===== src/rtl/tl_ul_pkg.sv =====
// Shared TL-UL constants, response-slot state encoding and opcode helpers.
// Latency: n/a (declarations only).
// Backpressure: n/a (declarations only).
package tl_ul_pkg;

    // Data path geometry
    localparam int TL_DATA_W = 32;
    localparam int TL_LANES  = TL_DATA_W / 8;

    // A-channel opcodes
    localparam logic [2:0] A_PUT_FULL    = 3'd0;
    localparam logic [2:0] A_PUT_PARTIAL = 3'd1;
    localparam logic [2:0] A_GET         = 3'd4;

    // D-channel opcodes
    localparam logic [2:0] D_ACCESS_ACK      = 3'd0;
    localparam logic [2:0] D_ACCESS_ACK_DATA = 3'd1;

    // The only access size this responder supports: one 32-bit word
    localparam logic [1:0] TL_SIZE_WORD = 2'd2;

    // Single response slot: EMPTY means d_valid low, FULL means d_valid high
    typedef enum logic {
        ST_EMPTY = 1'b0,
        ST_FULL  = 1'b1
    } rsp_state_t;

    // Response fields that do not depend on the source-ID width
    typedef struct packed {
        logic [2:0]           opcode;
        logic [1:0]           size;
        logic                 denied;
        logic [TL_DATA_W-1:0] data;
    } d_fix_t;

    function automatic logic is_put_op(input logic [2:0] op);
        return (op == A_PUT_FULL) || (op == A_PUT_PARTIAL);
    endfunction

    function automatic logic is_legal_op(input logic [2:0] op);
        return is_put_op(op) || (op == A_GET);
    endfunction

endpackage


===== src/rtl/tl_ul_regfile.sv =====
// NREGS x 32-bit register file with byte-lane masked write and combinational read.
// Latency: write lands on the clock edge; read is same-cycle combinational.
// Backpressure: none; the caller qualifies i_we with its own handshake.
module tl_ul_regfile
    import tl_ul_pkg::*;
#(
    parameter int NREGS = 4
) (
    input  logic                 clock,
    input  logic                 reset_n,
    input  logic                 i_we,
    input  logic [1:0]           i_widx,
    input  logic [TL_LANES-1:0]  i_wmask,
    input  logic [TL_DATA_W-1:0] i_wdata,
    input  logic [1:0]           i_ridx,
    output logic [TL_DATA_W-1:0] o_rdata
);

    logic [TL_DATA_W-1:0] r_regs [NREGS];

    // Register storage: clear on reset, otherwise merge enabled byte lanes into the selected word
    always_ff @(posedge clock or negedge reset_n) begin
        if (!reset_n) begin
            for (int i = 0; i < NREGS; i++) begin
                r_regs[i] <= '0;
            end
        end else if (i_we) begin
            for (int i = 0; i < NREGS; i++) begin
                if (i_widx == 2'(i)) begin
                    for (int b = 0; b < TL_LANES; b++) begin
                        if (i_wmask[b]) begin
                            r_regs[i][8*b +: 8] <= i_wdata[8*b +: 8];
                        end
                    end
                end
            end
        end
    end

    // Read mux: an index with no backing register reads as zero
    always_comb begin
        o_rdata = '0;
        for (int i = 0; i < NREGS; i++) begin
            if (i_ridx == 2'(i)) begin
                o_rdata = r_regs[i];
            end
        end
    end

endmodule


===== src/rtl/tl_ul_reg_responder.sv =====
// TL-UL slave exposing NREGS 32-bit registers, one outstanding response slot.
// Latency: response valid on the edge after the A accept (1 cycle).
// Backpressure: a_ready = !d_valid || d_ready, so a consumed slot refills with no bubble.
module tl_ul_reg_responder
    import tl_ul_pkg::*;
#(
    parameter int NREGS = 4,
    parameter int SRC_W = 4
) (
    input  logic                 clock,
    input  logic                 reset_n,
    // A channel
    input  logic                 a_valid,
    output logic                 a_ready,
    input  logic [2:0]           a_opcode,
    input  logic [1:0]           a_size,
    input  logic [SRC_W-1:0]     a_source,
    input  logic [3:0]           a_address,
    input  logic [TL_LANES-1:0]  a_mask,
    input  logic [TL_DATA_W-1:0] a_data,
    // D channel
    output logic                 d_valid,
    input  logic                 d_ready,
    output logic [2:0]           d_opcode,
    output logic [1:0]           d_size,
    output logic [SRC_W-1:0]     d_source,
    output logic                 d_denied,
    output logic [TL_DATA_W-1:0] d_data
);

    rsp_state_t           r_state;
    rsp_state_t           w_state_nxt;
    d_fix_t               r_rsp;
    d_fix_t               w_rsp;
    logic [SRC_W-1:0]     r_source;

    logic                 w_a_fire;
    logic                 w_d_fire;
    logic [1:0]           w_idx;
    logic                 w_idx_oob;
    logic                 w_denied;
    logic                 w_is_get;
    logic                 w_wr_en;
    logic [TL_DATA_W-1:0] w_rdata;

    // Handshakes; a_ready and d_valid come from the output process below
    assign w_a_fire = a_valid && a_ready;
    assign w_d_fire = d_valid && d_ready;

    // Request decode: word index from address bits [3:2]
    assign w_idx     = a_address[3:2];
    assign w_idx_oob = ({1'b0, w_idx} >= 3'(NREGS));
    assign w_is_get  = (a_opcode == A_GET);
    assign w_denied  = (a_address[1:0] != 2'b00) || w_idx_oob ||
                       (a_size != TL_SIZE_WORD) || !is_legal_op(a_opcode);
    assign w_wr_en   = w_a_fire && !w_denied && is_put_op(a_opcode);

    tl_ul_regfile #(
        .NREGS   (NREGS)
    ) u_regfile (
        .clock   (clock),
        .reset_n (reset_n),
        .i_we    (w_wr_en),
        .i_widx  (w_idx),
        .i_wmask (a_mask),
        .i_wdata (a_data),
        .i_ridx  (w_idx),
        .o_rdata (w_rdata)
    );

    // Slot state register
    always_ff @(posedge clock or negedge reset_n) begin
        if (!reset_n) begin
            r_state <= ST_EMPTY;
        end else begin
            r_state <= w_state_nxt;
        end
    end

    // Next-state: an accept always (re)fills the slot; a lone D fire drains it
    always_comb begin
        w_state_nxt = r_state;
        case (r_state)
            ST_EMPTY: begin
                if (w_a_fire) begin
                    w_state_nxt = ST_FULL;
                end
            end
            ST_FULL: begin
                if (w_a_fire) begin
                    w_state_nxt = ST_FULL;
                end else if (w_d_fire) begin
                    w_state_nxt = ST_EMPTY;
                end
            end
            default: w_state_nxt = ST_EMPTY;
        endcase
    end

    // Outputs derived from the slot state
    always_comb begin
        d_valid = (r_state == ST_FULL);
        a_ready = (r_state == ST_EMPTY) || d_ready;
    end

    // Response build: Get answers with data unless denied; everything else is a plain ack
    always_comb begin
        w_rsp        = '0;
        w_rsp.size   = a_size;
        w_rsp.denied = w_denied;
        w_rsp.opcode = w_is_get ? D_ACCESS_ACK_DATA : D_ACCESS_ACK;
        if (w_is_get && !w_denied) begin
            w_rsp.data = w_rdata;
        end
    end

    // Response register: loaded only on accept so D holds steady under backpressure
    always_ff @(posedge clock or negedge reset_n) begin
        if (!reset_n) begin
            r_rsp    <= '0;
            r_source <= '0;
        end else if (w_a_fire) begin
            r_rsp    <= w_rsp;
            r_source <= a_source;
        end
    end

    assign d_opcode = r_rsp.opcode;
    assign d_size   = r_rsp.size;
    assign d_denied = r_rsp.denied;
    assign d_data   = r_rsp.data;
    assign d_source = r_source;

endmodule


===== config.mk =====
export PLATFORM = sky130hd
export DESIGN_NAME = tl_ul_reg_responder
export DESIGN_NICKNAME = d
export VERILOG_FILES = /design/src/rtl/tl_ul_pkg.sv /design/src/rtl/tl_ul_regfile.sv /design/src/rtl/tl_ul_reg_responder.sv
export SDC_FILE = /design/constraint.sdc
export NUM_CORES = 1
export LEC_CHECK = 0
export ABC_CLOCK_PERIOD_IN_PS = 1920
export BUFFER_PORTS_ARGS = -buffer_cell sky130_fd_sc_hd__buf_2
export CAP_MARGIN = 10
export CORE_MARGIN = 10
export CORE_UTILIZATION = 40
export DETAILED_ROUTE_END_ITERATION = 6
export PLACE_DENSITY_LB_ADDON = 0.08
export SYNTH_ARGS = -nofsm -noshare
export SYNTH_HDL_FRONTEND = slang
export SYNTH_SLANG_ARGS = --single-unit
export TNS_END_PERCENT = 100

===== constraint.sdc =====
create_clock -name clock -period 1.92 [get_ports clock]
set_input_delay 0.192 -clock clock [delete_from_list [all_inputs] [get_ports clock]]
set_output_delay 0.192 -clock clock [all_outputs]
set_load 0.02 [all_outputs]

; ---- Yosys cells after proc, flatten, opt, wreduce, memory -nomap -nowiden
; Index checks and enable logic that the tools add are counted.
[totals]
in_bits = 53
elab_cells = 70
register_bits = 171
out_inout_bits = 44
[op_classes]
reduce_logical = 31
eq_ne = 6
n_mux = 10
bitwise_logic = 1
[op_table]
columns = operator, count
row1 = $mux 32, 5
row2 = $reduce_and 3->1, 16
row3 = $logic_and 1x1->1, 5
row4 = $logic_or 1x1->1, 5
row5 = $eq 2x2->1 const B, 2
row6 = $mux 1, 4
row7 = $eq 3x1->1 const B, 1
row8 = $eq 3x3->1 const B, 1
row9 = $logic_not 3->1, 1
row10 = $eq 2x1->1 const B, 1
row11 = $logic_not 1->1, 2
row12 = $logic_not 2->1, 1
row13 = $ne 2x2->1 const B, 1
row14 = $pmux 1 s2, 1
row15 = $reduce_bool 2->1, 1
row16 = $not 1->1, 1

; ---- Depth between registers and ports, before layout
; Gate-level depths: netlist of the first run.
[depth]
ltp_word = 9
ltp_mapped = 6
mapped_depth_nobuf = 4

; ---- Hierarchy
; A second synthesis of the first run with hierarchy kept.
[unflattened]
cells_unflattened = 460
hier_area_um2 = 7586.0
[modules_own_cells]
columns = module, n_inst, area_each_um2, cells_per_inst, seq_area_each_um2
row1 = tl_ul_regfile, 1, 5808.1, 319, 3203.1
row2 = tl_ul_reg_responder, 1, 1778.0, 141, 1026.0

; ---- Worst setup path after synthesis of the first run
; OpenSTA, ideal clock, no wires.
[synth_path]
kind = register to register
from = register r_state, in the netlist d_valid
to = register u_regfile.r_regs[24] in the netlist's numbering
slack_ns = -0.046
path_stages_with_launch = 7
synth_period_minus_slack_ns = 1.966
setup_ns = 0.125
arrival_ns = 1.841
required_ns = 1.795
n_path_buf = 2
cell_sequence = dfrtp_1 -> nand2b_1 -> buf_2 -> nand2_1 -> or4_1 -> buf_6 -> mux2_4
[synth_between]
elab_chain_len = 6
[synth_lines]
columns = element, line_no
row1 = from (decl), tl_ul_reg_responder.sv:31  ; rsp_state_t r_state;
row2 = from (signal assigned), tl_ul_reg_responder.sv:76  ; r_state <= w_state_nxt;
row3 = $not 1->1, tl_ul_reg_responder.sv:103  ; a_ready = (r_state == ST_EMPTY) || d_ready;
row4 = $logic_or 1x1->1, tl_ul_reg_responder.sv:103
row5 = named net a_ready, tl_ul_reg_responder.sv:14  ; output logic a_ready,
row6 = $logic_and 1x1->1, tl_ul_reg_responder.sv:47  ; assign w_a_fire = a_valid && a_ready;
row7 = $logic_and 1x1->1 (2 in a row), tl_ul_reg_responder.sv:56  ; assign w_wr_en = w_a_fire && !w_denied && is_put_op(a_opcode);
row8 = $reduce_and 3->1 (no source line), n/a
row9 = "to (signal, indexed assignment)", tl_ul_regfile.sv:32  ; r_regs[i][8*b +: 8] <= i_wdata[8*b +: 8];
row10 = to (decl), tl_ul_regfile.sv:19  ; logic [TL_DATA_W-1:0] r_regs [NREGS];
; The timed path passes the listed nets, and every way through them passes these cells.
; A chain may end at the register's enable or synchronous reset.

; ---- Final worst setup path of the first run
[layout_path]
from = register r_state, in the netlist d_valid
to = register u_regfile.r_regs[83] in the netlist's numbering
[layout_between]
elab_chain_len = 6
[layout_lines]
columns = element, line_no
row1 = $not 1->1, tl_ul_reg_responder.sv:103
row2 = $logic_or 1x1->1, tl_ul_reg_responder.sv:103
row3 = $logic_and 1x1->1, tl_ul_reg_responder.sv:47
row4 = $logic_and 1x1->1 (2 in a row), tl_ul_reg_responder.sv:56
row5 = $reduce_and 3->1 (no source line), n/a
; Every way passes these cells.

==> results of run 1 <==
## power breakdown
part           internal [mW]  total [mW]  switching [mW]  leakage (nW)
combinational          0.206       0.486           0.280          1.77
sequential              3.64        3.68          0.0376          2.33
clock                   2.32        3.67            1.35         0.307
total                   6.16        7.83            1.67          4.41
## through the flow
step / utilization / worst slack (ps) / area (sq um) / cells
2_1_floorplan: - / 3.71 / 7130 / 431
3_3_place_gp: 0.474 / 90.5 / 8230 / 765
3_5_place_dp: 0.474 / 78.9 / 8230 / 765
4_1_cts: 0.513 / 162 / 8910 / 802
5_1_grt: 0.513 / 41.1 / 8910 / 803
6_report: 0.513 / 182 / 8910 / 803
## layout make-up
type / count / share of cell area
antenna: 1 / 0.000281
timing repair buffer: 133 / 0.107
clock inverter: 7 / 0.0154
tap: 225 / 0.0316
sequential: 169 / 0.475
multi-input combinational: 243 / 0.315
clock buffer: 25 / 0.0556
## worst paths after layout
path                       depth (start not counted)                    end   startpoint  slack, ps
max                                                6   u_regfile.r_regs[83]      d_valid        180
min                                                2              d_size[1]    a_size[1]         20
max reg2reg                                        6   u_regfile.r_regs[83]      d_valid        180
min reg2reg                                        2            d_opcode[0]  d_opcode[0]        480
max in group asynchronous                          3  u_regfile.r_regs[110]      reset_n       1050
min in group asynchronous                          2  u_regfile.r_regs[123]      reset_n        250
## state kept, by name, summed over array words and instances (netlist names)
signal / count
d_source: 4
d_valid: 1
d_data: 32
d_denied: 1
d_size: 2
d_opcode: 1
u_regfile.r_regs: 128
## kinds of logic (layout without fill, tap and decap cells)
group / after synthesis / after routing
muxes: 166 / 166
DFF: 169 / 169
buffers and inverters: 19 / 165
and+or+nand+nor: 39 / 39
AOI/OAI and AO/OA: 36 / 36
other: 1 / 3
## timing repair
action,CTS,global route
hold buffers,5,0
endpoints found under the hold margin,40,0
resized for setup,0,0
setup endpoints to repair,0,0
setup buffers,0,0
## placed cells by master (no fill, tap or decap), types with 3 or more instances in the layout
cell and count:
clkbuf_8 4, nor2_2 16, mux2_4 8, clkbuf_16 17, dfrtp_1 169, bufinv_16 4
nand4_1 4, dlygate4sd3_1 5, clkbuf_1 4, mux2_2 126, nor2_1 3, mux4_2 32
a22o_1 32, nand2_1 6, buf_12 14, buf_2 93, buf_4 20
## critical path: stages, from the launching register on
cell and delay (ps):
dfrtp_1 370, nand2b_1 120, buf_4 150, nand4_1 250
nor2_2 250, buf_12 150, mux2_2 330
## layer usage
metal  vias up  GRT usage
li1       1888          -
met1      2223      0.178
met2        73      0.239
met3        17     0.0382
met4         0     0.0531
met5         -          0
==> metrics.txt, run 1 <==
Reg clk slew, reported paths=around 60 ps; ranking of synthesized cells by area=dfrtp_1 59%, mux2_2 20%, mux4_2 10%; GRT Residual Overflow=0; Fin. Hold Viols=0; Highest Clock Rate=approximately 0.58 GHz; outcome=finished clean; Port Buffer Count=94; Simple-Gate Fraction of Synth Area=0.0327; crit end category=flop; Synth area leader=dfrtp_1; Routed Antenna Nets=0; WL/cell=20.6 um; Inserted Clock Buffers=17; main combinational cell family by area after synthesis=multiplexers; Max Cap Viol=0; Vias=between 4000 and 5000; Met1 Wirelength=7.34 mm; share of layout cells above drive strength 1=0.589; Synth Instances=430; count leader, synth=dfrtp_1; Routed met3 length=between 600 and 700 um; DRT Wirelength=~17 mm; Hold/Removal Path Class=in -> reg; synth unique cells=23; CTS tree=built; Synth Area in XOR/XNOR=0; die height=around 150 um; H-tree depth=4; die area=between 20000 and 25000 sq um; Design Power=between 7 and 8 mW; post-synthesis mux area share=0.317; Ys Warns=0; first-pass GRT wire length=between 20 and 30 mm; Synth top area share=0.594; clock latency on the worst-skew pair=between 400 and 500 ps; largest net degree at the start of global routing=just over 50; asr flop ratio synth=1.00; row cnt=48; setup tns final=0 ps; Netlist Area Pre-Place=about 7100 sq um; clk_skew=roughly 6.0 ps; P&R area growth vs syn=25.1%; RSZ-0062 raised after global routing=no; CP Max Fanout=8; Die Width=153 um; max layer used=met4; Root Driver=clkbuf_16; Clock Tree Buf Depth=2; number of DRC markers in iteration 0=between 150 and 200; post-synthesis sequential area ratio=0.594; routability cong.=around 0.73; Worst Path Arrival=2040 ps; adder-cell share of the synthesized area=0; hpwl dp=around 12 mm; Seq cells post-synth=between 150 and 200; Core ar.=17400 sq um; Multi-input gate area=about 2800 sq um; FF+latch area=roughly 4200 sq um; initial antenna violation count=1; Synth top cells by count=169 x dfrtp_1, 126 x mux2_2, 32 x a22o_1, 32 x mux4_2, 15 x nor2_2; Max VDD drop=roughly 0.60 mV; prevailing post-synth register cell=dfrtp_1; kind of critical path=reg -> reg; drt pass-1 iters=4; vias per cell=roughly 5.2; EDFF count, synth=0; fin nets=about 620; clock sink count=roughly 170; Avg Inst Size Synth=16.6 sq um; Compound-Gate Fraction of Synth Area=0.0425; hold slack=about 21 ps; IO Pins=between 90 and 100; Remaining DRCs=0; vias in the first global route=around 4700; Final Cycle Share=0.905; CP Launch Type=flop; endpoints failing setup=0; pwr dens=just under 900 nW/um^2; CP required=2220 ps; min Tclk post-route=approximately 1700 ps; Final Max Slew Viols=0; Starting Density=0.410; Leak=4.41 nW; routed wire length on met2=about 8.4 mm; GRT Total Usage=0.145; fill count=around 1500
No activity file was read; power rests on OpenSTA's default activity.
==> run 2, diff against run 1 <==
--- a/config.mk
+++ b/config.mk
@@ -6,13 +6,13 @@
 export NUM_CORES = 1
 export LEC_CHECK = 0
 export ABC_CLOCK_PERIOD_IN_PS = 1920
-export BUFFER_PORTS_ARGS = -buffer_cell sky130_fd_sc_hd__buf_2
+export BUFFER_PORTS_ARGS = -buffer_cell sky130_fd_sc_hd__buf_4
 export CAP_MARGIN = 10
-export CORE_MARGIN = 10
 export CORE_UTILIZATION = 40
 export DETAILED_ROUTE_END_ITERATION = 6
 export PLACE_DENSITY_LB_ADDON = 0.08
 export SYNTH_ARGS = -nofsm -noshare
 export SYNTH_HDL_FRONTEND = slang
+export SYNTH_HIERARCHICAL = 1
 export SYNTH_SLANG_ARGS = --single-unit
 export TNS_END_PERCENT = 100
==> metrics.txt, run 2 <==
PnR worst setup slack=1.76 ps (was 182 ps); Design Power=8.23 mW (was 7.83 mW); die area=19500 sq um (was 23500 sq um); Final Max Slew Viols=0 (unchanged); Root Driver=clkbuf_16 (unchanged); worst hold start=a_data[2] (was a_size[1]); P&R area growth vs syn=26.8% (was 25.1%); RR Endpoint=u_regfile/r_regs[109] (was u_regfile.r_regs[83]); CTS tree=built (unchanged); largest net degree at the start of global routing=57 (was 51); Place WS=-58.4 ps (was 78.9 ps); Leak=4.69 nW (was 4.41 nW); clk_skew=6.25 ps (was 5.99 ps); pwr dens=856 nW/um^2 (was 879 nW/um^2); leading cell type in the layout, fill and taps excluded=dfrtp_1 (unchanged); Worst Path Arrival=2230 ps (was 2040 ps); Ys Warns=6 (was 0); EDFF count, synth=0 (unchanged); Worst path slowest cell=dfrtp_2 (was dfrtp_1); vias in the first global route=4905 (was 4706); count leader, synth=dfrtp_1 (unchanged); hpwl dp=11.0 mm (was 11.6 mm); die height=140 um (was 153 um); IO Pins=97 (unchanged); synth unique cells=26 (was 23); endpoints failing setup=0 (unchanged); WL/cell=21.0 um (was 20.6 um); Resize count post-CTS=0 (unchanged); Hold Path Sink=u_regfile/r_regs[98] (was d_size[1]); worst r2r src=d_valid (unchanged); max reg flops=128 (unchanged); RSZ-0062 raised after global routing=yes (was no); Fin. Hold Viols=0 (unchanged); worst hold path cell count=2 (unchanged); DRT Wirelength=17.2 mm (was 16.6 mm); Synth top area share=0.557 (was 0.594); ranking of synthesized cells by area=dfrtp_1 56%, mux2_2 19%, mux4_2 9.5% (was dfrtp_1 59%, mux2_2 20%, mux4_2 10%); Highest Clock Rate=0.521 GHz (was 0.575 GHz); Clock Tree Buf Depth=2 (unchanged); Netlist Area Pre-Place=7590 sq um (was 7120 sq um); CP dominant cell by count=buf_12; CP Max Fanout=8 (unchanged); GRT Residual Overflow=0 (unchanged); H-tree depth=4 (unchanged); final non-filler cell area=9620 sq um (was 8910 sq um); most frequent cells in the layout=168 x dfrtp_1, 112 x buf_4, 98 x mux2_2, 37 x mux2_4 (was 169 x dfrtp_1, 126 x mux2_2, 93 x buf_2, 32 x mux4_2, 32 x a22o_1); CP delay by family, top=simple AND/OR/NAND/NOR gates (unchanged); crit end category=flop (unchanged); clock sink count=169 (unchanged); Placed Area=8830 sq um (was 8230 sq um); row cnt=49 (was 48); post-synthesis sequential area ratio=0.557 (was 0.594); number of DRC markers in iteration 0=197 (was 152); Inserted Clock Buffers=17 (unchanged); Buf+Inv Stages, Crit Path=3 (was 2); GRT Total Usage=0.189 (was 0.145); outcome=finished clean (unchanged); initial antenna violation count=0 (was 1); drt pass-1 iters=4 (unchanged); Ant. Diodes=0 (was 1); CP Launch Type=flop (unchanged); Reg clk slew, reported paths=70 ps (was 60 ps); Vias=4464 (was 4201); Worst path max stage delay=420 ps (was 370 ps); first-pass GRT wire length=27.8 mm (was 26.8 mm); prevailing post-synth register cell=dfrtp_1 (unchanged); Remaining DRCs=0 (unchanged); Core ar.=18300 sq um (was 17400 sq um); Most flops, register=u_regfile/r_regs (was u_regfile.r_regs); Max Cap Viol=0 (unchanged); Starting Density=0.415 (was 0.410); Routed Antenna Nets=0 (unchanged); clock latency on the worst-skew pair=420 ps (about the same); Placed Cells=779 (was 765); asr flop ratio synth=1.00 (unchanged); routability cong.=0.709 (was 0.734); kind of critical path=reg -> reg (unchanged); Register-to-Register Path Depth=8 (was 6); Avg Inst Size Synth=16.5 sq um (was 16.6 sq um); Synth top cells by count=169 x dfrtp_1, 130 x mux2_2, 32 x mux4_2, 32 x nand3_1, 32 x o2bb2ai_1 (was 169 x dfrtp_1, 126 x mux2_2, 32 x a22o_1, 32 x mux4_2, 15 x nor2_2); non-filler instance count after layout=820 (was 803); vias per cell=5.44 (was 5.23); CP required=2230 ps (was 2220 ps); Port Buffer Count=94 (unchanged); Seq cells post-synth=169 (unchanged); share of layout cells above drive strength 1=0.585 (was 0.589); Hold/Removal Path Class=in -> reg (unchanged); crit-path cells=nand2b_4, nand2_8, nor4b_4, buf_4, buf_12, and4bb_2, buf_12, mux2_4 (was nand2b_1, buf_4, nand4_1, nor2_2, buf_12, mux2_2); Synth area leader=dfrtp_1 (unchanged); Max VDD drop=0.569 mV (was 0.602 mV); slew margin rel.=0.631; min Tclk post-route=1920 ps (was 1740 ps); fin nets=631 (was 617); Final Cycle Share=0.999 (was 0.905); Synth Instances=460 (was 430); reg2reg setup slack=2 ps (was 180 ps); Die Width=140 um (was 153 um); hold slack=21.4 ps (was 21.0 ps); Worst-Margin Slew=~550 ps
[run 2: how the worst max path moves through the flow]
stage | from | end | slack (ps) | depth (start not counted)
4_1_cts | d_valid | u_regfile/r_regs[104] | 4 | 7
3_3_place_gp | d_valid | u_regfile/r_regs[116] | -40 | 7
2_1_floorplan | d_valid | u_regfile/r_regs[100] | -40 | 8
3_5_place_dp | a_address[1] | u_regfile/r_regs[109] | -60 | 7
6_report | d_valid | u_regfile/r_regs[109] | 2 | 8
5_1_grt | d_valid | u_regfile/r_regs[95] | -60 | 8
[run 2: final cells by class]
type,count,area [sq um]
clock inverter,14,243
clock buffer,18,439
sequential,169,4230
timing repair buffer,130,1140
tap,229,287
fill,1549,8650
multi-input combinational,260,3280
[run 2: power breakdown]
part           leakage (nW)  total, mW  internal (mW)  switching (mW)
clock network         0.329       3.93           2.49            1.44
logic                  2.03      0.619          0.284           0.335
registers              2.33       3.68           3.64          0.0393
total                  4.69       8.23           6.41            1.82
[run 2: cells by family (layout without fill, tap and decap cells)]
| group | Yosys count | count (layout) | synth area share |
|---|---|---|---|
| other cells | 1 | 2 | 0.000494 |
| buf+inv | 32 | 162 | 0.0307 |
| simple gates | 56 | 56 | 0.0744 |
| mux | 167 | 167 | 0.298 |
| compound gates | 35 | 35 | 0.0391 |
| flops | 169 | 169 | 0.557 |
[run 2: what timing repair did]
action | CTS | global route
hold buffers | 6 | 0
pin swaps | 2 | 0
setup endpoints to repair | 96 | 103
endpoints found under the hold margin | 57 | 0
buffers inserted | 1 | 1
gates cloned | 0 | 1
[run 2: routing by layer]
metal | GRT usage | routed length (um) | share of wire
met1 | 0.251 | 7790 | 0.45
met2 | 0.307 | 8570 | 0.50
met3 | 0.0358 | 583 | 0.034
met4 | 0.0717 | 271 | 0.016
met5 | 0 | 0 | 0
[run 2: metrics by stage]
stage                     TNS [ps]  utilization
after floorplan              -2660            -
after global placement       -2140        0.483
after detailed placement     -3470        0.483
after CTS                        0        0.525
after global routing         -3210        0.526
final                            0        0.526
==> run 3, diff against run 2 <==
--- a/config.mk
+++ b/config.mk
@@ -6,7 +6,7 @@
 export NUM_CORES = 1
 export LEC_CHECK = 0
 export ABC_CLOCK_PERIOD_IN_PS = 1920
-export BUFFER_PORTS_ARGS = -buffer_cell sky130_fd_sc_hd__buf_4
+export BUFFER_PORTS_ARGS = -buffer_cell sky130_fd_sc_hd__buf_2
 export CAP_MARGIN = 10
 export CORE_UTILIZATION = 40
 export DETAILED_ROUTE_END_ITERATION = 6
==> metrics.txt, run 3 (synthesis gave the netlist of run 2 again) <==
row cnt=49 (unchanged); vias per cell=5.34 (was 5.44); met3 usage=0.0489 (was 0.0358); crit end category=flop (unchanged); CTS tree=built (unchanged); Fin. Hold Viols=0 (unchanged); Max VDD drop=0.606 mV (was 0.569 mV); Worst Path Arrival=2260 ps (was 2230 ps); Most flops, register=u_regfile/r_regs (unchanged); Starting Density=0.415 (unchanged); Resize count post-CTS=0 (unchanged); GRT Residual Overflow=0 (unchanged); hold slack=27.1 ps (was 21.4 ps); slew margin rel.=0.660 (was 0.631); GRT Total Usage=0.187 (was 0.189); Die Width=140 um (unchanged); clk_skew=9.13 ps (was 6.25 ps); DRT Wirelength=16.8 mm (was 17.2 mm); largest net degree at the start of global routing=50 (was 57); CP required=2230 ps (about the same); Port Buffer Count=94 (unchanged); outcome=finished, violations left (was finished clean); Worst path slowest cell=dfrtp_2 (unchanged); P&R area growth vs syn=23.1% (was 26.8%); routability cong.=0.702 (was 0.709); H-tree depth=4 (unchanged); vias in the first global route=4907 (was 4905); max reg flops=128 (unchanged); kind of critical path=reg -> reg (unchanged); Routed Antenna Nets=0 (unchanged); Worst path max stage delay=420 ps (about the same); Multi-input gate area=3280 sq um (unchanged); most frequent cells in the layout=168 x dfrtp_1, 98 x mux2_2, 92 x buf_2, 37 x mux2_4 (was 168 x dfrtp_1, 112 x buf_4, 98 x mux2_2, 37 x mux2_4); Reg clk slew, reported paths=70 ps (about the same); Most Crowded Layer GR=met2 (unchanged); PnR worst setup slack=-27.9 ps (was 1.76 ps); failing checks=negative setup slack; Final Cycle Share=1.01 (was 0.999); Inserted Clock Buffers=17 (unchanged); IO Pins=97 (unchanged); non-filler instance count after layout=821 (was 820); first-pass GRT wire length=27.5 mm (was 27.8 mm); RSZ-0062 raised after global routing=yes (unchanged); drt pass-1 iters=4 (unchanged); met2 usage=0.302 (was 0.307); grt met1 use=0.249 (was 0.251); fin nets=630 (was 631); Hold/Removal Path Class=in -> reg (unchanged); Core ar.=18300 sq um (unchanged); FF+latch area=4230 sq um (unchanged); number of DRC markers in iteration 0=145 (was 197); hpwl dp=10.7 mm (was 11.0 mm); pwr dens=823 nW/um^2 (was 856 nW/um^2); Leak=4.60 nW (was 4.69 nW); CP Max Fanout=8 (unchanged); CP Launch Type=flop (unchanged); Clock Tree Buf Depth=2 (unchanged); Max Cap Viol=0 (unchanged); clock latency on the worst-skew pair=430 ps (was 420 ps); Highest Clock Rate=0.513 GHz (was 0.521 GHz); Worst-Margin Slew=511 ps (was 554 ps); Root Driver=clkbuf_16 (unchanged); share of layout cells above drive strength 1=0.586 (was 0.585); Final Max Slew Viols=0 (unchanged); Place WS=-49.4 ps (was -58.4 ps); Placed Cells=777 (was 779); fill count=1557 (was 1549); WL/cell=20.5 um (was 21.0 um); crit-path cells=nand2b_4, nand2_8, nor4b_4, buf_4, clkbuf_16, buf_4, nand4b_4, mux2_2 (was nand2b_4, nand2_8, nor4b_4, buf_4, buf_12, and4bb_2, buf_12, mux2_4); leading cell type in the layout, fill and taps excluded=dfrtp_1 (unchanged); initial antenna violation count=1 (was 0); endpoints failing setup=8 (was 0); die area=19500 sq um (unchanged); CP dominant cell by count=buf_4 (was buf_12); clock sink count=169 (unchanged); Remaining DRCs=0 (unchanged); Vias=4387 (was 4464); min Tclk post-route=1950 ps (was 1920 ps); die height=140 um (unchanged)
==> run 3: cell types whose count changed in the layout (fill, tap and decap cells not counted), moves of 2 or more <==
cell / before / now
buf_4: 112 / 17
buf_2: 0 / 92
bufinv_16: 6 / 2
buf_12: 10 / 13
clkinv_4: 1 / 4
clkinvlp_4: 2 / 5
diode_2: 0 / 2
==> run 3: metrics by stage <==
step | TNS, ps | power, mW | area, sq um | utilization
after detailed placement | -2220 | 4.32 | 8630 | 0.472
after CTS | -152 | 7.82 | 9280 | 0.508
final | -183 | 7.68 | 9340 | 0.511
after global routing | -5030 | 8.02 | 9330 | 0.511
after floorplan | -2660 | 4.03 | 7760 | -
after global placement | -2340 | 4.31 | 8630 | 0.472
==> run 3: what timing repair did <==
| action | 4_1_cts | 5_1_grt |
|---|---|---|
| setup endpoints to repair | 96 | 101 |
| pin swaps | 1 | 0 |
| cloned | 0 | 1 |
| hold buffers | 5 | 0 |
| buffers inserted | 1 | 3 |
| hold endpoints to repair | 48 | 0 |
==> run 3: worst max-delay path: cells and delay by family (launching register included) <==
kind	cells	cell delay, ps
buffers and inverters	3	450
flip-flops	1	420
multiplexers	1	350
AND/OR/NAND/NOR	4	590
==> run 3: worst paths after layout <==
| kind | slack (ps) | cells after the start | endpoint | from |
|---|---|---|---|---|
| worst max-delay path | -30 | 8 | u_regfile/r_regs[85] | d_valid |
| worst min-delay path | 30 | 2 | d_size[1] | a_size[1] |
| worst max register to register | -30 | 8 | u_regfile/r_regs[85] | d_valid |
| worst min register to register | 480 | 1 | d_data[17] | d_data[17] |
| max in group asynchronous | 970 | 3 | d_data[19] | reset_n |
| min in group asynchronous | 280 | 2 | d_data[11] | reset_n |
==> run 3: final cells by class <==
type | count | area share
antenna | 2 | 0.000536
clock buffer | 19 | 0.0485
clock inverter | 13 | 0.0157
multi-input combinational | 260 | 0.351
sequential | 169 | 0.453
tap | 229 | 0.0307
timing repair buffer | 129 | 0.100
==> run 3: report_power, final <==
part           switching, mW  total [mW]  leakage, nW  internal [mW]
clock network           1.44        3.43        0.278           1.99
logic                  0.332       0.576         1.99          0.244
registers             0.0385        3.68         2.33           3.64
==> run 3: layer usage <==
metal / vias up / part of all wire
met4: 0 / 0.0097
met2: 86 / 0.49
met3: 12 / 0.038
met1: 2297 / 0.46
li1: 1992 / -
met5: - / 0
